===== config.mk =====
export PLATFORM = sky130hd
export DESIGN_NAME = clk_div_bank
export DESIGN_NICKNAME = d
export VERILOG_FILES = /design/src/rtl/clk_div_bank.sv
export SDC_FILE = /design/constraint.sdc
export NUM_CORES = 1
export LEC_CHECK = 0
export ABC_AREA = 1
export ABC_CLOCK_PERIOD_IN_PS = 7050
export CAP_MARGIN = 10
export CORE_MARGIN = 4
export CORE_UTILIZATION = 45
export CTS_CLUSTER_SIZE = 16
export DETAILED_ROUTE_END_ITERATION = 10
export PLACE_DENSITY_LB_ADDON = 0.25
export REMOVE_ABC_BUFFERS = 1
export SETUP_SLACK_MARGIN = 0.1
export SYNTH_ARGS = -nofsm -noshare
export SYNTH_HDL_FRONTEND = slang
export SYNTH_SLANG_ARGS = --single-unit
export TNS_END_PERCENT = 10

===== constraint.sdc =====
create_clock -name clkin -period 7.05 [get_ports clkin]
set_clock_uncertainty 0.1 [all_clocks]
set_input_delay 1.41 -clock clkin [delete_from_list [all_inputs] [get_ports clkin]]
set_output_delay 1.41 -clock clkin [all_outputs]
set_load 0.01 [all_outputs]

===== src/rtl/clk_div_bank.sv =====
// Bank of NCH runtime-programmable integer clock dividers behind a PLL-style lock stage.
// Divisor changes are staged and applied at each channel's terminal count so that no period is cut short.
module clk_div_bank #(
  parameter int NCH         = 4,
  parameter int DIV_W       = 16,
  parameter int DEFAULT_DIV = 8,
  parameter int LOCK_CYCLES = 1024,
  localparam int CH_W       = (NCH > 1) ? $clog2(NCH) : 1
) (
  input  logic             clkin,
  input  logic             reset_n,
  input  logic [NCH-1:0]   ch_en,
  input  logic             resync,
  input  logic             cfg_valid,
  output logic             cfg_ready,
  input  logic [CH_W-1:0]  cfg_ch,
  input  logic [DIV_W-1:0] cfg_div,
  output logic             cfg_err,
  output logic             locked,
  output logic [NCH-1:0]   clkout,
  output logic [NCH-1:0]   tick
);

  localparam int               LK_W      = (LOCK_CYCLES > 1) ? $clog2(LOCK_CYCLES) : 1;
  localparam logic [LK_W-1:0]  LOCK_LAST = LK_W'(LOCK_CYCLES - 1);
  localparam logic [DIV_W-1:0] DIV_RST   = DIV_W'(DEFAULT_DIV);
  localparam logic [DIV_W-1:0] DIV_ONE   = DIV_W'(1);
  localparam logic [DIV_W-1:0] DIV_MIN   = DIV_W'(2);

  typedef enum logic {LOCKING, RUN} state_e;

  state_e state_q, state_d;
  logic [LK_W-1:0] lock_cnt_q;
  logic            lock_done;

  logic [NCH-1:0][DIV_W-1:0] div_q, div_d;
  logic [NCH-1:0][DIV_W-1:0] pdiv_q, pdiv_d;
  logic [NCH-1:0][DIV_W-1:0] cnt_q, cnt_d;
  logic [NCH-1:0]            pend_q, pend_d;
  logic [NCH-1:0]            act_q, act_d;
  logic [NCH-1:0]            clk_d, tick_d;

  logic in_run, run_d, resync_run;
  logic ch_ok, bad_req, sel_pend, accept, good;

  // Rounded-up half period: an odd divisor gets the extra cycle in its high phase.
  function automatic logic [DIV_W-1:0] half_up(input logic [DIV_W-1:0] n);
    return (n >> 1) + {{(DIV_W-1){1'b0}}, n[0]};
  endfunction

  // ---------------- lock FSM ----------------
  always_ff @(posedge clkin or negedge reset_n) begin
    // NOTE: state registers use non-blocking assignment so every flop samples pre-edge values.
    if (!reset_n) state_q <= LOCKING;
    else          state_q <= state_d;
  end

  always_comb begin
    // NOTE: every combinational output gets a default first so no path leaves it unassigned (no latch).
    state_d = state_q;
    if (state_q == LOCKING && lock_done) state_d = RUN;
  end

  always_comb begin
    locked = (state_q == RUN);
  end

  assign lock_done = (lock_cnt_q == LOCK_LAST);

  always_ff @(posedge clkin or negedge reset_n) begin
    if (!reset_n)                              lock_cnt_q <= '0;
    else if (state_q == LOCKING && !lock_done) lock_cnt_q <= lock_cnt_q + LK_W'(1);
  end

  assign in_run     = (state_q == RUN);
  assign run_d      = (state_d == RUN);
  assign resync_run = resync && in_run;

  // ---------------- config port ----------------
  assign ch_ok   = ({1'b0, cfg_ch} < (CH_W+1)'(NCH));
  assign bad_req = !ch_ok || (cfg_div < DIV_MIN);

  always_comb begin
    sel_pend = 1'b0;
    for (int i = 0; i < NCH; i++) begin
      if (cfg_ch == CH_W'(i)) sel_pend = pend_q[i];
    end
  end

  // Rejected requests always complete so a bad request can never stall the port.
  assign cfg_ready = bad_req || !sel_pend;
  assign accept    = cfg_valid && cfg_ready;
  assign good      = accept && !bad_req;

  // ---------------- channel next-state ----------------
  always_comb begin
    div_d  = div_q;
    pdiv_d = pdiv_q;
    pend_d = pend_q;
    cnt_d  = cnt_q;
    act_d  = '0;
    clk_d  = '0;
    tick_d = '0;
    for (int i = 0; i < NCH; i++) begin
      logic hit, wrap;
      hit      = good && (cfg_ch == CH_W'(i));
      wrap     = act_q[i] && (cnt_q[i] == div_q[i] - DIV_ONE);
      act_d[i] = run_d && ch_en[i];

      if (!in_run || !act_q[i] || resync_run) begin
        // Idle channel or realign: the divisor (new or staged) takes effect immediately.
        if (hit)            div_d[i] = cfg_div;
        else if (pend_q[i]) div_d[i] = pdiv_q[i];
        pend_d[i] = 1'b0;
      end else if (wrap) begin
        // A request landing on the terminal count waits for the next one.
        if (pend_q[i]) div_d[i] = pdiv_q[i];
        pend_d[i] = hit;
        if (hit) pdiv_d[i] = cfg_div;
      end else if (hit) begin
        pend_d[i] = 1'b1;
        pdiv_d[i] = cfg_div;
      end

      if (!act_d[i] || !act_q[i] || resync_run || wrap) cnt_d[i] = '0;
      else                                              cnt_d[i] = cnt_q[i] + DIV_ONE;

      // Outputs are registered from next-state so they line up with the cnt register.
      clk_d[i]  = act_d[i] && (cnt_d[i] < half_up(div_d[i]));
      tick_d[i] = act_d[i] && (cnt_d[i] == div_d[i] - DIV_ONE);
    end
  end

  always_ff @(posedge clkin or negedge reset_n) begin
    if (!reset_n) begin
      // NOTE: the divisor bank is plain flops, not RAM, so it can take DEFAULT_DIV on reset.
      div_q   <= {NCH{DIV_RST}};
      pdiv_q  <= {NCH{DIV_RST}};
      pend_q  <= '0;
      cnt_q   <= '0;
      act_q   <= '0;
      clkout  <= '0;
      tick    <= '0;
      cfg_err <= 1'b0;
    end else begin
      div_q   <= div_d;
      pdiv_q  <= pdiv_d;
      pend_q  <= pend_d;
      cnt_q   <= cnt_d;
      act_q   <= act_d;
      clkout  <= clk_d;
      tick    <= tick_d;
      cfg_err <= accept && bad_req;
    end
  end

endmodule

-- Word-level counts from Yosys, hierarchy flattened
Cells that the tools add are included.
- logic and storage cells: 166
- bits of input ports: 26
- output and inout bits: 11
- register bits: 220
- $add $sub $neg: 17
- equal/unequal tests: 12
- bitwise logic cells: 5
- reductions and logical operators: 68
- mux-type cells: 37
- magnitude comparators: 5
- operator list (kind ; number):
    16-bit two-way mux ; 20
    16-bit equality test ; 8
    16-bit by 1-bit subtractor with 16-bit output (second input constant) ; 8
    15-bit by 1-bit adder with 16-bit output ; 4
    16-bit by 1-bit adder with 16-bit output (second input constant) ; 4
    16-bit < comparator ; 4
    1-bit logical AND ; 26
    1-bit logical OR ; 21
    1-bit two-way mux ; 17
    16-bit by 2-bit < comparator with 1-bit output (second input constant) ; 1
    1-bit logical NOT ; 12
    3-bit nonzero test ; 4
    10-bit by 1-bit adder with 10-bit output (second input constant) ; 1
    10-bit equality test (second input constant) ; 1
    2-bit AND reduction ; 4
    1-bit NOT ; 5
    2-bit equality test (second input constant) ; 2
    2-bit by 1-bit equality test with 1-bit output (second input constant) ; 1
    2-bit logical NOT ; 1

-- Logic depth before layout (Yosys ltp)
Gate-level depths: netlist of the first run.
- depth in word-level cells: 15
- depth in mapped cells: 34
- mapped depth without buffers: 33

-- Worst setup path after synthesis of the first run
No wires, ideal clock.
- path kind: input port to flip-flop
- start point: input cfg_div[4]
- end point: register clkout[3]
- buffers on the path: 1
- slack: 2217 ps
- data arrival time: 4639 ps
- stages: 26
- required time: 6856 ps
- setup time: 94 ps
- cells stage by stage: inv_1 > nand4_1 > nor2_1 > nand2_1 > o211ai_2 > nand3_1 > clkbuf_1 > o211ai_1 > nand2_2 > inv_1 > ha_1 > nand2_4 > nor3_4 > nand3_2 > nor2_4 > nand3_2 > inv_2 > nand2_1 > nand2_1 > nand2_1 > ha_1 > nand2_1 > nor2_1 > a211oi_1 > o221ai_1 > a211oi_1
- RTL lines (element ; RTL line ; text):
    from (decl) ; 17 ; input logic [DIV_W-1:0] cfg_div,
    to (signal assigned) ; 151 ; clkout <= clk_d;
    to (decl) ; 20 ; output logic [NCH-1:0] clkout,

==> results, run 1 <==
- The placer's final routability congestion estimate is 0.954.
- In this run the cell area measured after placement is 21200 um^2.
- Setup repair after global routing left no endpoint under its margin.
- At the later pin of the worst-skew pair, clock insertion delay measures around 0.57 ns.
- After synthesis the netlist holds a flip-flop and latch count of 220.
- The flow ran to the end, and the final reports show no timing, DRC or antenna violations.
- The count of antenna diodes in the layout is 0.
- Across the run, the number of max-cap violations was 0.
- The initial antenna violation count is 2.
- The launch instance of the worst register-to-register path is div_q[0]$_DFF_PN0_.
- The endpoint identified for the worst register-to-register timing path is clkout[0]$_DFF_PN0_.
- Of the cells placed in the final design, the portion with a size suffix greater than 1 is 0.0845.
- The fraction of the cycle the final worst path needs is 0.799.
- Entering global routing, the biggest net connects 102 pins.
- The first element of the critical path is cfg_div[6].
- At the worst endpoint, the required time is 7.44 ns.
- For this run, the register share of the synthesized area comes to 0.272.
- After clock tree synthesis, the repair step resized 0 gates.
- From left edge to right edge, the die measures about 220 um.
- The clock-pin transition on the worst setup and hold timing paths is 0.06 ns.
- TritonCTS built the clock tree.
- Synthesis produced roughly 3200 cells.
- The layout net count is 3321.
- The worst IR drop on VDD is 149 uV.
- In this run the tool buffered the top-level ports with 36 buffer cells.
- The maximum buffer depth of the clock tree is 3.
- The core occupancy in the finished layout is 0.500.
- The layout-stage area growth over the synthesis result is 9.42%.
- In the global route stage, overall resource usage came out at 0.270.
- The average vias per placed instance is ~5.4.
- The worst setup slack for register-to-register paths is 1.71 ns.
- After detailed routing, the number of remaining DRC violations is 0.
- The minimum clock period is 5.63 ns.
- The sum of negative setup slack is 0 ns.
- The distinct cell type count of the synthesized netlist is 57.
- The number of pins exceeding their max-slew limit in the final report is 0.
- The number of global-route vias before repair is just under 20000.
- The floorplan die area is 48500 um^2.
- After detailed routing, the average wire length per cell comes to 17.1 um.
- The cell with the biggest individual delay on the critical path is clkdlybuf4s50_1.
- The buffer count from post-CTS setup fixing is 0.
- The average cell area after synthesis is about 6.3 um^2.
- The ratio of total power to cell area is 214 nW/um^2.
- By startpoint and endpoint, the worst setup path is classified as in2reg.
- The number of cells traversed by the worst register-to-register path is 30.
- Timing would allow up to between 0.15 and 0.2 GHz.
- For hold timing, the worst endpoint is lock_cnt_q[9]$_DFFE_PN0P_.
- The hold-critical path depth is 1.
- The total of warnings raised by yosys is 0.
- The most numerous cell type found on the critical path is nand2_1.
- The worst path meets setup with 1.42 ns of slack.
- The chip height is 220 um.
- Before antenna repair, the detailed router went through 6 iterations.
- For this run the aggregate overflow at the end of global routing stands at 0.
- The final standard cell area without fillers is 22200 um^2.
- The count of nets left with antenna violations once routing finished came out at 0.
- Summing over every cut layer, the via total after detailed routing is 20700.
- In this run the core area contains between 70 and 80 standard-cell rows.
- The HPWL after detailed placement is 50600 um.
- The number of enable flip-flop cells after synthesis is 0.
- In this run, the number of DRC markers left after iteration 0 of detailed routing was 1746.
- Hold repair after CTS inserted 0 buffers.
- The area of the core region is 44300 um^2.
- The analysis attributes to cell leakage a power of 0.0110 uW.
- The tree is rooted in a clkbuf_16.
- The count of final hold-check violations was 0.
- Along the worst path, the maximum fanout reaches 10.
- The clock buffer count from CTS is 29.
- The clock drives 220 sinks.
- Measured against its own limit, the worst slew margin works out to 0.290.
- For this run, the leading register cell type out of synthesis is dfrtp_1.
- Pin placement for this block handled 37 I/O pins.
- The longest individual stage delay on the worst path is 0.75 ns.
- The post-synthesis instance area is 20200 um^2.
- The kind of end point of the critical path is a register.
- For the pin with the worst max-slew slack, the measured transition is 1.07 ns.
- The count of H-tree levels built during CTS is 1.
- The kind of start point of the critical path is an input pin.
- At the placement stage, the worst setup path has a slack of 0.964 ns.
- Data arrives at the worst endpoint at 6.03 ns.
- The starting density of the core is 0.457.
- The type of the worst min-delay path is reg2reg.
- The first global-routing pass estimated 106000 um of wire.
- Wires add up to 65800 um.
- After synthesis, the share of flip-flops with an asynchronous set or reset is 1.00.
- In this run the most critical hold path is launched from lock_cnt_q[9]$_DFFE_PN0P_.
- Setup violations remaining at the end of the flow were counted as 0.
[flip-flops by register name, indices dropped and copies added (netlist names)]
signal and flops:
cnt_q 64, pdiv_q 64, lock_cnt_q 10, act_q 4, pend_q 4, cfg_err 1, clkout 4, div_q 64
locked 1, tick 4
[synthesized netlist by cell type, drive strengths merged (20+ instances only)]
cell	instances	area share
dfrtp	212	0.26
nand2	1117	0.22
nor2	370	0.082
inv	389	0.072
xnor2	48	0.021
nand4	55	0.018
nand3	337	0.089
nor3	41	0.014
clkbuf	35	0.0065
a21oi	58	0.015
o211ai	26	0.0099
buf	34	0.012
ha	73	0.045
nand3b	20	0.0074
o21ai	208	0.053
xor2	86	0.037
[metrics by stage]
| step | hold slack [ns] | std cells | power, uW |
|---|---|---|---|
| 3_3_place_gp | 0.363 | 3783 | 3150 |
| 2_1_floorplan | 0.342 | 3132 | 2690 |
| 5_1_grt | 0.396 | 3835 | 5070 |
| 6_report | 0.371 | 3835 | 4750 |
| 4_1_cts | 0.376 | 3835 | 4770 |
| 3_5_place_dp | 0.365 | 3783 | 3170 |
[layer usage]
layer / routed length [um] / vias to the layer above / global-route usage
li1: - / 10300 / -
met1: 29600 / 9676 / 0.371
met2: 30200 / 604 / 0.448
met3: 3840 / 123 / 0.0293
met4: 2090 / 2 / 0.0831
met5: 7 / - / 0
[cell type report]
type | instances | area, um^2
Clock buffer | 37 | 806
Clock inverter | 15 | 180
Fill cell | 4595 | 22200
Inverter | 395 | 1480
Multi-Input combinational cell | 2517 | 12900
Sequential cell | 220 | 5520
Tap cell | 592 | 741
Timing Repair Buffer | 59 | 538
[worst max path at each step]
stage / depth (start not counted) / slack (ns) / to
2_1_floorplan: 22 / 1.38 / clkout[3]$_DFF_PN0_
3_3_place_gp: 27 / 1.02 / clkout[3]$_DFF_PN0_
3_5_place_dp: 28 / 0.96 / clkout[2]$_DFF_PN0_
4_1_cts: 28 / 1.56 / clkout[2]$_DFF_PN0_
5_1_grt: 28 / 1.10 / clkout[2]$_DFF_PN0_
6_report: 28 / 1.42 / clkout[2]$_DFF_PN0_
[critical path, delay by kind of cell]
kind	cells	cell delay [ns]
AO/OA/AOI/OAI	5	0.85
XOR/XNOR	1	0.15
adder cells (fa/ha/maj)	2	0.43
buffers and inverters	6	1.51
AND/OR/NAND/NOR	14	1.67
[logic make-up (layout without fill, tap and decap cells)]
| family | count (synthesis) | after routing | synth area share |
|---|---|---|---|
| buffers and inverters | 464 | 506 | 0.0913 |
| XOR/XNOR | 135 | 135 | 0.0591 |
| flip-flops | 220 | 220 | 0.272 |
| AND/OR/NAND/NOR | 1981 | 1981 | 0.439 |
| adder cells (fa/ha/maj) | 73 | 73 | 0.0451 |
| multiplexers | 9 | 9 | 0.00507 |
| AO/OA/AOI/OAI | 319 | 319 | 0.0877 |
[cells in the final DEF (no fill, tap or decap), types with 23 or more instances in the layout]
| cell | count |
|---|---|
| o211ai_1 | 25 |
| nand3_1 | 320 |
| nor2_2 | 35 |
| o21ai_0 | 195 |
| nand4_1 | 54 |
| clkbuf_16 | 29 |
| nor3_1 | 33 |
| nand2_2 | 52 |
| inv_2 | 24 |
| xnor2_1 | 48 |
| a21oi_1 | 55 |
| nor2_1 | 312 |
| xor2_1 | 86 |
| clkdlybuf4s50_1 | 35 |
| buf_4 | 23 |
| inv_1 | 365 |
| dfrtp_1 | 212 |
| ha_1 | 73 |
| nand2_1 | 1059 |
[report_power, final]
group,internal (uW),switching (uW)
Clock,946,617
Combinational,529,1150
Sequential,1350,153
Total,2830,1920
No activity file was read; power rests on OpenSTA's default activity.
==> run 2, diff against run 1 <==
Settings changed: ABC_CLOCK_PERIOD_IN_PS 7050 to 5300.
Clock period 7.05 ns to 5.3 ns, I/O delays scaled along.
==> run 2 against run 1 <==
Net effect:
- hold slack gained 0.012 ns
- worst setup slack lost 0.83 ns
- via count grew 1.5%
- power grew 31%
- cell area grew 3.0%
- sequential share of layout area shrank 0.72 points
- core utilization grew 1.5 points
- sequential power grew 33%
- critical endpoint is now clkout[3]$_DFF_PN0_
- largest cell class unchanged
- largest power group unchanged
==> results, run 2 (same netlist as run 1, synthesis figures left out) <==
- Static timing analysis puts the maximum clock frequency at around 0.21 GHz.
- The layout-stage area growth over the synthesis result was 12.7% (was 9.42%).
- The fraction of layout instances using a drive strength above 1 is 0.110 (was 0.0845).
- The final wirelength is 66800 um (was 65800 um).
- The sum of met3 wire segment lengths after detailed routing came to 3770 um (was 3840 um).
- The total global routing overflow is 0 (unchanged).
- The type of the setup path with the least slack is in2reg (unchanged).
- The ratio of total power to cell area is 272 nW/um^2 (was 214 nW/um^2).
- The routed length on met2 is 30800 um (was 30200 um).
- The max capacitance violation total is 0 (unchanged).
- The most frequent cell on the critical path was nand2_1 (unchanged).
- The global-route wire length before repair came to 108000 um (was 106000 um).
- The clock latency on the worst-skew pair is 0.57 ns (about the same).
- Top library cells by usage in the layout, fill and taps aside: 1059 x nand2_1, 365 x inv_1, 320 x nand3_1 (unchanged).
- The clock buffer count from CTS is 28 (was 29).
- The sequential share of power is 0.322 (was 0.317).
- The core occupancy in the finished layout is 0.515 (was 0.500).
- The net switching power figure is 2540 uW (was 1920 uW).
- The kind of start point of the critical path was an input pin (unchanged).
- Unrepaired setup endpoints after global routing: false (unchanged).
- The type of the worst min-delay path was reg2reg (unchanged).
- The leakage dissipation is 0.0114 uW (was 0.0110 uW).
- The horizontal extent of the die came to 220 um (unchanged).
- The biggest fanout along the worst timing path is 4 (was 10).
- The count of antenna diodes in the layout is 0 (unchanged).
- The largest net degree at the start of global routing is 106 (was 102).
- The starting density of the core came to 0.457 (unchanged).
- The clock-pin transition on the worst setup and hold timing paths came to 0.06 ns (about the same).
- The top layer used by detailed routing is met5 (unchanged).
- The layout net count is 3417 (was 3321).
- The worst slew slack as a fraction of its limit was 0.377 (was 0.290).
- The count of endpoints failing setup in the final report is 0 (unchanged).
- The overall global routing resource usage was 0.276 (was 0.270).
- The data required time of the worst path was 5.66 ns (was 7.44 ns).
- The buffer count from post-CTS setup fixing is 0 (unchanged).
- The leading cell type in the layout, fill and taps excluded is nand2_1 (unchanged).
- The cell-internal power is 3670 uW (was 2830 uW).
- The smallest hold slack is 0.383 ns (was 0.371 ns).
- The fraction of the cycle the final worst path needs is 0.890.
- The slew at the pin closest to its max-slew limit came to 0.932 ns (was 1.07 ns).
- The relative contribution of the clock network to total power is 0.301 (was 0.329).
- The buffer cell driving the clock tree root is clkbuf_16 (unchanged).
- The count of cells resized by post-cts repair is 0 (unchanged).
- The initial antenna violation count is 2 (unchanged).
- The total DRC errors in the routed layout is 0 (unchanged).
- The HPWL after detailed placement is 52400 um (was 50600 um).
- The number of pins exceeding their max-slew limit in the final report is 0 (unchanged).
- The maximum buffer depth of the clock tree is 3 (unchanged).
- The number of placement rows was 77 (unchanged).
- The met1 layer wirelength in the final routing is 29900 um (was 29600 um).
- The worst IR drop on VDD is 236 uV (was 149 uV).
- The placer's final routability congestion estimate came to 0.964 (was 0.954).
- The kind of end point of the critical path is a register (unchanged).
- The sum of negative setup slack is 0 ns (unchanged).
- The sink count of the clock tree was 220 (unchanged).
- The number of input and output port buffers inserted was 36 (unchanged).
- The count of H-tree levels built during CTS is 1 (unchanged).
- The TritonCTS clock tree is yes (unchanged).
- The average vias per placed instance is 5.34 (was 5.39).
- The total iterations of the first detailed-routing run was 6 (unchanged).
- The number of global-route vias before repair came to 20000 (was 19800).
- For the finished layout, the period the worst path requires is 4.71 ns.
- The count of final hold-check violations is 0 (unchanged).
- The number of top-level pins is 37 (unchanged).
- The longest individual stage delay on the worst path came to 0.44 ns (was 0.75 ns).
- The power share of the combinational group came to 0.377 (was 0.354).
- The critical path arrival is 5.08 ns (was 6.03 ns).
- The routed length per instance is 17.0 um (was 17.1 um).
- The floorplan die area came to 48500 um^2 (unchanged).
- The number of vias in the routed layout is 21000 (was 20700).
- The post-route antenna net violation count is 0 (unchanged).
- The fraction of power spent switching nets is 0.408 (was 0.405).
- The chip height is 220 um (unchanged).
- The hold buffer count at CTS is 0 (unchanged).
- The cell with the biggest individual delay on the critical path is clkdlybuf4s50_1 (unchanged).
- The area of the core region is 44300 um^2 (unchanged).
- Top flop regs: cnt_q (64), div_q (64), pdiv_q (64) (unchanged).
- Result of the run: complete, no violations (unchanged).
- The number of DRC markers in iteration 0 is 1817 (was 1746).
## run 2: critical path: cells and delay by family
family          cells  cell delay (ns)
compound gates      5             1.00
fa+ha+maj           2             0.50
buf+inv             4             0.67
simple gates       15             1.80
## run 2: per-stage QoR
stage	total power, uW	setup WS (ns)	instance area (um^2)	instances
after detailed placement	4330	0.0568	21900	3880
after CTS	6230	0.620	22800	3932
after floorplan	3580	-0.0161	19900	3132
after global placement	4290	0.170	21900	3880
after global routing	6630	0.176	22800	3932
final	6210	0.586	22800	3932
## run 2: worst paths after layout
path / startpoint / cells after the start / to / slack, ns
worst max-delay path: cfg_div[13] / 26 / clkout[3]$_DFF_PN0_ / 0.59
worst min-delay path: pdiv_q[41]$_DFFE_PN0P_ / 2 / pdiv_q[41]$_DFFE_PN0P_ / 0.38
worst max register to register: div_q[16]$_DFF_PN0_ / 27 / clkout[1]$_DFF_PN0_ / 0.59
worst min register to register: pdiv_q[41]$_DFFE_PN0P_ / 2 / pdiv_q[41]$_DFFE_PN0P_ / 0.38
max in group asynchronous: reset_n / 2 / div_q[4]$_DFF_PN0_ / 3.58
min in group asynchronous: reset_n / 1 / tick[3]$_DFF_PN0_ / 0.45
## run 2: area by class of cell
type / instances / area [um^2]
Tap cell: 592 / 741
Clock inverter: 9 / 56.3
Sequential cell: 220 / 5520
Timing Repair Buffer: 156 / 1290
Fill cell: 4520 / 21500
Multi-Input combinational cell: 2517 / 12900
Inverter: 395 / 1480
Clock buffer: 43 / 838
## run 2: power by group through the flow
stage	Clock, uW	Combinational (uW)	Sequential, uW
2_1_floorplan	0	1640	1940
3_3_place_gp	0	2260	2020
3_5_place_dp	0	2300	2020
4_1_cts	1920	2320	1990
5_1_grt	1980	2640	2010
6_report	1870	2340	2000
## run 2: routing by layer
layer,vias to the layer above,global-route usage
met4,4,0.0808
met1,9800,0.382
met3,111,0.0303
li1,10500,-
met5,-,0
met2,594,0.458
==> run 3, diff against run 2 <==
Settings changed: CORE_UTILIZATION 45 to 40, PLACE_DENSITY_LB_ADDON 0.25 to 0.12.
==> run 3 against run 2 <==
Net effect:
- worst setup slack lost 0.068 ns
- sequential cell count stayed put
- global-route usage fell by 2.1 points
==> results, run 3 (same netlist as run 1, synthesis figures left out) <==
- Result of the run: complete, no violations (unchanged).
- The number of global-route vias before repair came to 20100 (was 20000).
- The number of DRC markers in iteration 0 came to 1669 (was 1817).
- The routed length per instance is 17.1 um (was 17.0 um).
- The sink count of the clock tree is 220 (unchanged).
- The relative contribution of the clock network to total power is 0.329 (was 0.301).
- The number of pins exceeding their max-slew limit in the final report is 0 (unchanged).
- The setup slack after placement is -0.00739 ns (was 0.0568 ns).
- The fmax is 0.209 GHz (was 0.212 GHz).
- The global-route wire length before repair was 110000 um (was 108000 um).
- Top flop regs: cnt_q (64), div_q (64), pdiv_q (64) (unchanged).
- The initial antenna violation count is 7 (was 2).
- The count of cells resized by post-cts repair was 0 (unchanged).
- The count of H-tree levels built during CTS is 1 (unchanged).
- The max capacitance violation total is 0 (unchanged).
- The net switching power figure is 2590 uW (was 2540 uW).
- The fraction of the cycle the final worst path needs is 0.902 (was 0.890).
- The HPWL after detailed placement is 55100 um (was 52400 um).
- The buffering stage count on the worst path with inverters included is 6 (was 4).
- The chip height is 233 um (was 220 um).
- The final wirelength is 69700 um (was 66800 um).
- The placer's final routability congestion estimate is 0.939 (was 0.964).
- The TritonCTS clock tree is yes (unchanged).
- The power share of the combinational group is 0.372 (was 0.377).
- The floorplan die area is 54300 um^2 (was 48500 um^2).
- The power consumption is 6660 uW (was 6210 uW).
- The fraction of power spent switching nets is 0.390 (was 0.408).
- The overall global routing resource usage came to 0.255 (was 0.276).
- The data required time of the worst path is 5.68 ns (was 5.66 ns).
- The buffer cell driving the clock tree root is clkbuf_16 (unchanged).
- The average vias per placed instance is 5.20 (was 5.34).
- The total global routing overflow is 0 (unchanged).
- The largest net degree at the start of global routing came to 98 (was 106).
- The kind of start point of the critical path was an input pin (unchanged).
- The critical path arrival is 5.16 ns (was 5.08 ns).
- The number of placement rows is 82 (was 77).
- The number of input and output port buffers inserted is 36 (unchanged).
- The worst IR drop on VDD came to 223 uV (was 236 uV).
- The layout net count was 3480 (was 3417).
- The cell with the biggest individual delay on the critical path is clkdlybuf4s50_1 (unchanged).
- The area of the core region came to 50100 um^2 (was 44300 um^2).
- The slew at the pin closest to its max-slew limit is 0.950 ns (was 0.932 ns).
- The fraction of layout instances using a drive strength above 1 is 0.127 (was 0.110).
- The buffer count from post-CTS setup fixing is 0 (unchanged).
- The minimum clock period is 4.78 ns (was 4.71 ns).
- The core occupancy in the finished layout was 0.471 (was 0.515).
- The leading cell type in the layout, fill and taps excluded is nand2_1 (unchanged).
- The biggest fanout along the worst timing path was 4 (unchanged).
- The total DRC errors in the routed layout is 0 (unchanged).
- The maximum buffer depth of the clock tree was 3 (unchanged).
- The number of vias in the routed layout came to 21200 (was 21000).
- The leakage dissipation is 0.0118 uW (was 0.0114 uW).
- The most frequent cell on the critical path was nand2_1 (unchanged).
- The worst slew slack as a fraction of its limit is 0.365 (was 0.377).
- The sequential share of power was 0.299 (was 0.322).
- The total iterations of the first detailed-routing run is 6 (unchanged).
- The placed cell count is 4022 (was 3880).
- The cell-internal power is 4060 uW (was 3670 uW).
- The cell class contributing the biggest share of worst-path delay is simple AND/OR/NAND/NOR gates (unchanged).
- The layout-stage area growth over the synthesis result is 16.4% (was 12.7%).
- Top library cells by usage in the layout, fill and taps aside: 1059 x nand2_1, 365 x inv_1, 320 x nand3_1 (unchanged).
- The clock buffer count from CTS came to 29 (was 28).
- The longest individual stage delay on the worst path is 0.44 ns (about the same).
- The type of the worst min-delay path is reg2reg (unchanged).
- The post-route antenna net violation count is 0 (unchanged).
- The worst setup margin is 0.517 ns (was 0.586 ns).
- The hold buffer count at CTS was 0 (unchanged).
- The kind of end point of the critical path was a register (unchanged).
- The clock-pin transition on the worst setup and hold timing paths came to 0.06 ns (about the same).
- Unrepaired setup endpoints after global routing: false (unchanged).
- The count of final hold-check violations is 0 (unchanged).
- The starting density of the core was 0.404 (was 0.457).
- The type of the setup path with the least slack was in2reg (unchanged).
- The count of endpoints failing setup in the final report was 0 (unchanged).
- The number of top-level pins is 37 (unchanged).
- The horizontal extent of the die is 233 um (was 220 um).
- The ratio of total power to cell area is 282 nW/um^2 (was 272 nW/um^2).
- The final standard cell count with taps included and fillers excluded was 4076 (was 3932).
- The clock latency on the worst-skew pair is 0.57 ns (about the same).
## run 3: changes by cell type in the layout (fill, tap and decap cells not counted), sizes merged
cell,before,now
buf,121,183
diode,0,1
bufinv,0,6
clkbuf,43,41
clkinv,12,9
## run 3: per-layer routing
metal | GRT usage | vias up | wire, um
met2 | 0.405 | 584 | 30800
met4 | 0.0975 | 10 | 3190
met5 | 0 | - | 62
met3 | 0.0378 | 147 | 3980
met1 | 0.351 | 9833 | 31700
li1 | - | 10600 | -
## run 3: final timing paths
path                                                 from                   endpoint  slack [ns]  depth (start not counted)
max in group asynchronous                         reset_n      pend_q[2]$_DFFE_PN0P_        3.62                          2
worst min register to register  lock_cnt_q[9]$_DFFE_PN0P_  lock_cnt_q[9]$_DFFE_PN0P_        0.37                          1
worst max-delay path                          cfg_div[13]        clkout[3]$_DFF_PN0_        0.52                         28
worst max register to register         div_q[0]$_DFF_PN0_        clkout[0]$_DFF_PN0_        0.53                         31
min in group asynchronous                         reset_n          tick[3]$_DFF_PN0_        0.40                          1
worst min-delay path            lock_cnt_q[9]$_DFFE_PN0P_  lock_cnt_q[9]$_DFFE_PN0P_        0.37                          1
## run 3: cell type report
type,instances,area (um^2)
Multi-Input combinational cell,2517,12900
Clock inverter,12,218
Clock buffer,41,831
Sequential cell,220,5520
Timing Repair Buffer,218,1790
Tap cell,672,841
Antenna cell,1,2.50
Fill cell,5286,26500
Inverter,395,1480
## run 3: power groups by stage
stage	sequential [uW]	combinational (uW)	clock, uW
after floorplan	1940	1640	0
after global placement	2010	2430	0
after detailed placement	2010	2460	0
after CTS	1980	2470	2250
after global routing	2000	2790	2320
final	1990	2480	2190
## run 3: metrics by stage
| stage | area (um^2) | hold slack, ns | TNS [ns] |
|---|---|---|---|
| 2_1_floorplan | 19900 | 0.342 | -0.0161 |
| 3_3_place_gp | 22500 | 0.357 | 0 |
| 3_5_place_dp | 22500 | 0.361 | -0.00739 |
| 4_1_cts | 23600 | 0.373 | 0 |
| 5_1_grt | 23600 | 0.385 | 0 |
| 6_report | 23600 | 0.372 | 0 |
## run 3: worst register-to-register path: cells and delay by family, from the launching register on
family	cells	cell delay, ns
and+or+nand+nor	20	2.45
AOI/OAI and AO/OA	4	0.58
adders and majority gates	2	0.49
buffers and inverters	4	0.47
DFF	1	0.45
xor gates and xnor gates	1	0.15
